### src/rtl/keypad_pkg.sv
// Shared types and constants for the 4x4 keypad scanner.
// Holds the FSM state encoding and the column rotation helpers.
package keypad_pkg;

    localparam int NUM_ROWS = 4;
    localparam int NUM_COLS = 4;

    typedef enum logic [1:0] {
        SCAN     = 2'd0,
        DEBOUNCE = 2'd1,
        HELD     = 2'd2,
        RELEASE  = 2'd3
    } state_e;

    localparam logic [NUM_COLS-1:0] COL_RESET = 4'b0001;

    function automatic logic is_onehot(input logic [NUM_ROWS-1:0] v);
        return (v != '0) && ((v & (v - 1'b1)) == '0);
    endfunction

    function automatic logic [NUM_COLS-1:0] rotl(input logic [NUM_COLS-1:0] c);
        return {c[NUM_COLS-2:0], c[NUM_COLS-1]};
    endfunction

endpackage

### src/rtl/keypad_tick_gen.sv
// Free-running column-slot divider: counts 0..SCAN_DIV-1 and asserts a
// one-cycle tick on the last count of each slot.
module keypad_tick_gen #(
    parameter int SCAN_DIV = 1000
) (
    input  logic clk,
    input  logic rst_n,
    output logic tick_o
);

    localparam int W = (SCAN_DIV > 1) ? $clog2(SCAN_DIV) : 1;
    localparam logic [W-1:0] LAST = W'(SCAN_DIV - 1);

    logic [W-1:0] cnt_q;
    logic [W-1:0] cnt_d;

    assign tick_o = (cnt_q == LAST);
    assign cnt_d  = tick_o ? '0 : cnt_q + 1'b1;

    always_ff @(posedge clk or negedge rst_n) begin
        if (!rst_n) begin
            cnt_q <= '0;
        end else begin
            cnt_q <= cnt_d;
        end
    end

endmodule

### src/rtl/keypad_scanner.sv
// 4x4 keypad scanner: rotates the column drive, synchronises and debounces
// the rows, and presents one accepted {row,col} pair with a press strobe.
module keypad_scanner
    import keypad_pkg::*;
#(
    parameter int SCAN_DIV     = 1000,
    parameter int DEBOUNCE_CNT = 4
) (
    input  logic                clk,
    input  logic                rst_n,
    input  logic [NUM_ROWS-1:0] row_in,
    output logic [NUM_COLS-1:0] col_drive,
    output logic [NUM_ROWS-1:0] key_row,
    output logic [NUM_COLS-1:0] key_col,
    output logic                key_press,
    output logic                key_held
);

    localparam int CNT_W = $clog2(DEBOUNCE_CNT + 1) + 1;
    // The capture sample already counts as the first match, so the final
    // matching tick arrives while the counter still reads DEBOUNCE_CNT-1.
    localparam logic [CNT_W-1:0] ACCEPT_AT = CNT_W'(DEBOUNCE_CNT - 1);

    logic                tick;
    logic [NUM_ROWS-1:0] row_meta_q;
    logic [NUM_ROWS-1:0] row_sync_q;
    logic [NUM_ROWS-1:0] sample;

    state_e              state_q,    state_d;
    logic [NUM_COLS-1:0] col_q,      col_d;
    logic [NUM_ROWS-1:0] cand_row_q, cand_row_d;
    logic [NUM_COLS-1:0] cand_col_q, cand_col_d;
    logic [CNT_W-1:0]    cnt_q,      cnt_d;
    logic [NUM_ROWS-1:0] key_row_q,  key_row_d;
    logic [NUM_COLS-1:0] key_col_q,  key_col_d;
    logic                press_q,    press_d;
    logic                held_q,     held_d;

    keypad_tick_gen #(
        .SCAN_DIV (SCAN_DIV)
    ) u_tick_gen (
        .clk    (clk),
        .rst_n  (rst_n),
        .tick_o (tick)
    );

    assign sample = row_sync_q;

    always_comb begin
        state_d    = state_q;
        col_d      = col_q;
        cand_row_d = cand_row_q;
        cand_col_d = cand_col_q;
        cnt_d      = cnt_q;
        key_row_d  = key_row_q;
        key_col_d  = key_col_q;
        press_d    = 1'b0;
        held_d     = held_q;

        if (tick) begin
            unique case (state_q)
                SCAN: begin
                    if (is_onehot(sample)) begin
                        cand_row_d = sample;
                        cand_col_d = col_q;
                        cnt_d      = CNT_W'(1);
                        state_d    = DEBOUNCE;
                    end else begin
                        col_d = rotl(col_q);
                    end
                end
                DEBOUNCE: begin
                    if (sample == cand_row_q) begin
                        cnt_d = cnt_q + 1'b1;
                        if (cnt_q >= ACCEPT_AT) begin
                            key_row_d = cand_row_q;
                            key_col_d = cand_col_q;
                            press_d   = 1'b1;
                            held_d    = 1'b1;
                            state_d   = HELD;
                        end
                    end else begin
                        cnt_d   = '0;
                        col_d   = rotl(col_q);
                        state_d = SCAN;
                    end
                end
                HELD: begin
                    if (sample != key_row_q) begin
                        cnt_d   = CNT_W'(1);
                        state_d = RELEASE;
                    end
                end
                RELEASE: begin
                    if (sample == '0) begin
                        cnt_d = cnt_q + 1'b1;
                        if (cnt_q >= ACCEPT_AT) begin
                            cnt_d   = '0;
                            held_d  = 1'b0;
                            state_d = SCAN;
                        end
                    end else if (sample == key_row_q) begin
                        state_d = HELD;
                    end else begin
                        cnt_d = '0;
                    end
                end
                default: state_d = SCAN;
            endcase
        end
    end

    always_ff @(posedge clk or negedge rst_n) begin
        if (!rst_n) begin
            row_meta_q <= '0;
            row_sync_q <= '0;
            state_q    <= SCAN;
            col_q      <= COL_RESET;
            cand_row_q <= '0;
            cand_col_q <= '0;
            cnt_q      <= '0;
            key_row_q  <= '0;
            key_col_q  <= '0;
            press_q    <= 1'b0;
            held_q     <= 1'b0;
        end else begin
            row_meta_q <= row_in;
            row_sync_q <= row_meta_q;
            state_q    <= state_d;
            col_q      <= col_d;
            cand_row_q <= cand_row_d;
            cand_col_q <= cand_col_d;
            cnt_q      <= cnt_d;
            key_row_q  <= key_row_d;
            key_col_q  <= key_col_d;
            press_q    <= press_d;
            held_q     <= held_d;
        end
    end

    assign col_drive = col_q;
    assign key_row   = key_row_q;
    assign key_col   = key_col_q;
    assign key_press = press_q;
    assign key_held  = held_q;

endmodule
### config.mk
export PLATFORM = sky130hd
export DESIGN_NAME = keypad_scanner
export DESIGN_NICKNAME = d
export VERILOG_FILES = /design/src/rtl/keypad_pkg.sv /design/src/rtl/keypad_tick_gen.sv /design/src/rtl/keypad_scanner.sv
export SDC_FILE = /design/constraint.sdc
export NUM_CORES = 1
export LEC_CHECK = 0
export BUFFER_PORTS_ARGS = -buffer_cell sky130_fd_sc_hd__clkbuf_2
export CORE_ASPECT_RATIO = 0.5
export CORE_MARGIN = 4
export CORE_UTILIZATION = 25
export CTS_CLUSTER_SIZE = 10
export DETAILED_ROUTE_END_ITERATION = 10
export HOLD_SLACK_MARGIN = 0.03
export PLACE_DENSITY = 0.45
export SLEW_MARGIN = 25
export SYNTH_ARGS = -nofsm -noshare
export SYNTH_HDL_FRONTEND = slang
export SYNTH_SLANG_ARGS = --single-unit
### constraint.sdc
create_clock -name clk -period 1.95 [get_ports clk]
set_clock_uncertainty 0.1 [all_clocks]
set_input_delay 0.0975 -clock clk [delete_from_list [all_inputs] [get_ports clk]]
set_output_delay 0.0975 -clock clk [all_outputs]
set_load 0.02 [all_outputs]
==> results.md <==
* Syn-to-layout area delta at 33.3%
* Area after DPL at about 2400 µm²
* # rows at 23
* Critical path arrival at about 2 ns
* Endpoints failing setup at 0
* Post-Synthesis Cells at 175
* Critical Path End Type: register
* Yosys top cell area share at 53.3%
* Cell internal pwr at between 0.001 and 0.0015 W
* Worst-margin pin slew at ~0.53 ns
* Post-Syn Nets at 183
* TritonCTS clock tree: done
* Synth area leader: dfrtp_1
* Root Driver: clkbuf_16
* Starting Density at 26.0%
* Antenna cells at 0
* CP Launch Type: register
* Overflow after GRT at 0
* Fillcell total at 835
* Yosys warns at 0
* Vias in the first global route at 1505
* Max FO, Critical Path at 5
* Core area at 8120 µm²
* Detail Placement HPWL at 3080 µm
* Commonest cells post-synth: dfrtp_1, mux2_2, o21ai_0
* Antenna violations before repair at 0
* Num ports at 20
* Die width at 138 µm
* Nets@finish at 235
* Peak supply drop at 0.286 mV
* Prevailing post-synth register cell: dfrtp_1
* RSZ-0062 raised after global routing: true
* Iteration-0 DRC Markers at 67
* Final design area excluding fillers at 2810 µm²
* Sequential area share after synthesis at 54.6%
* Vias/cell at 4.42
* Slew Limit Headroom at about 64%
* #FFs+latches synth at 46
* Final Max Tran Viols at 0
* Die area at 10100 µm²
* Multi-input gate area at 987 µm²
* Setup WS post-layout at 0.0118 ns
* Final wirelength at 4480 µm
* Register share of total power at between 50% and 60%
* GRT Util Overall at 9.52%
* Global-route wire length before repair at 7430 µm
* Final Hold Fails at 0
* Combinational Power Share at under 10%
* Clk_lat worst skew at ~0.29 ns
* Clock power frac at 44.1%
* Max-cap viol count at 0
* Number of port buffers at 19
* Chip height at 73.0 µm
* Largest net degree at the start of global routing at 28
* CTS Buf Count at 5
* Async S/R FF share, synth at 100%
* DRT antenna net count at 0
* Mapped Avg Cell Area at 12.1 µm²
* Yosys cell types at 41
* Setup_tns at 0 ns
* Register area at around 1200 µm²
* H-Tree Depth at 2
* First-pass iteration count of the detailed router at 4
* Hold Path Class: input port to async pin
* Leakage at between 1 and 1.5 nW
* Fin crit period at around 1.9 ns
* Placer congestion estimate at 0.795
* Synth top area cells: dfrtp_1, mux2_2, xnor2_1
* FMAX at 0.516 GHz
* Crit path required time at 2.02 ns
* # clock sinks at 46
* Most common cell in the netlist: dfrtp_1
* CTS max path bufs at 2
* Clock-pin slew on the worst setup and hold paths at 0.07 ns
* Cell Area, Synth at 2110 µm²
* DRC errors left at 0
* Power density over cell area at 672 nW/µm²
* Sw frac at between 20 and 25%
* Via count at 1503
* Layout cells sized above 1 at 43.4%
* Overall Power at around 0.0019 W
* Final period util at 99.4%
* Post-synth EDFFs at 0
* Status: finished clean
* Pre-CTS setup slack at -0.123 ns
* DR WL/cell at approximately 13 µm
* WS Path Type: register to register
* Sw power at 0.000413 W
[per-layer routing]
| metal | global-route usage (%) | wire length, µm |
|---|---|---|
| met5 | 0 | 0 |
| met4 | 3.29 | 61 |
| met3 | 2.96 | 139 |
| met2 | 14.0 | 1990 |
| met1 | 13.3 | 2280 |
[sequential cells by signal, summed over array words and instances, names as in the netlist]
signal and flops:
state_q 2, row_meta_q 4, u_tick_gen.cnt_q 10, cand_row_q 4, cnt_q 4, key_row 4, key_col 4, cand_col_q 4
col_drive 4, key_press 1, row_sync_q 4, key_held 1
[worst max-delay path, stage by stage (launching register included)]
cell	delay [ns]
dfrtp_1	0.37
ha_2	0.20
nand2_2	0.07
nor4_4	0.35
buf_4	0.21
a21bo_4	0.25
o31ai_2	0.18
o41ai_1	0.10
[power groups by stage]
stage	combinational [W]	sequential, W	clock [W]
2_1_floorplan	0.0000365	0.000982	0
6_report	0.0000821	0.000975	0.000833
5_1_grt	0.0000928	0.000976	0.000902
4_1_cts	0.0000756	0.000975	0.000862
3_5_place_dp	0.0000586	0.000994	0
3_3_place_gp	0.0000572	0.000994	0
[final timing paths]
kind | slack [ns] | endpoint | depth (start not counted) | from
worst max-delay path | 0.01 | cnt_q[2] | 7 | u_tick_gen.cnt_q[1]
min in group clk | 0.25 | row_sync_q[3] | 0 | row_meta_q[3]
worst min register to register | 0.25 | row_sync_q[3] | 0 | row_meta_q[3]
worst max register to register | 0.01 | cnt_q[2] | 7 | u_tick_gen.cnt_q[1]
max in group asynchronous | 0.94 | col_drive[0] | 3 | rst_n
worst min-delay path | 0.22 | u_tick_gen.cnt_q[1] | 2 | rst_n
[per-stage QoR]
step	cells	utilization, %	hold slack, ns
6_report	340	34.7	0.217
3_5_place_dp	313	29.8	0.00846
3_3_place_gp	313	29.8	0.00374
2_1_floorplan	175	-	-0.298
5_1_grt	340	34.7	0.255
4_1_cts	336	33.3	0.247
[repair_timing]
item	in CTS	in global routing
resized for setup	4	20
gates cloned	0	1
setup endpoints to repair	14	26
hold buffers	5	0
endpoints found under the hold margin	23	0
pin swaps	2	8
buffers inserted	10	4
[cell families (layout without fill, tap and decap cells)]
group           after synthesis  in the layout  share of synthesized area [%]
xor+xnor                     15             15                           6.22
simple gates                 47             48                           14.0
mux                          21             21                           11.2
fa+ha+maj                     2              2                           1.19
compound gates               30             30                           9.43
flops                        46             46                           54.6
buf+inv                      14             66                           3.32
[cell type report]
cell class / instances / area share (%)
flip-flops and latches: 46 / 41.1
multi-input cells: 116 / 35.1
repair buffers: 51 / 12.8
well taps: 112 / 4.98
clock buffers: 5 / 4.45
inverters: 7 / 0.934
clock inverters: 3 / 0.667
[placed cells by master (no fill, tap or decap), types with 2 or more instances in the layout]
cell type       n
nor2b_1         2
nand2_1         7
nand3_1         8
nor2_1          7
buf_4          26
and3_1          3
nand4_1         2
clkbuf_16       5
a21oi_1         2
clkinv_2        2
dfrtp_1        42
or3_1           3
o21ai_0         9
nand2b_1        2
o21ai_1         3
clkbuf_2       19
o211ai_1        2
xnor2_2         2
nor3_1          2
mux2_4          2
xnor2_1         7
inv_1           7
dfrtp_2         3
dlygate4sd3_1   5
nand4_4         2
o41ai_1         2
mux2_2         19
xor2_1          6
Note: power is estimated with default switching activity, not from simulation.
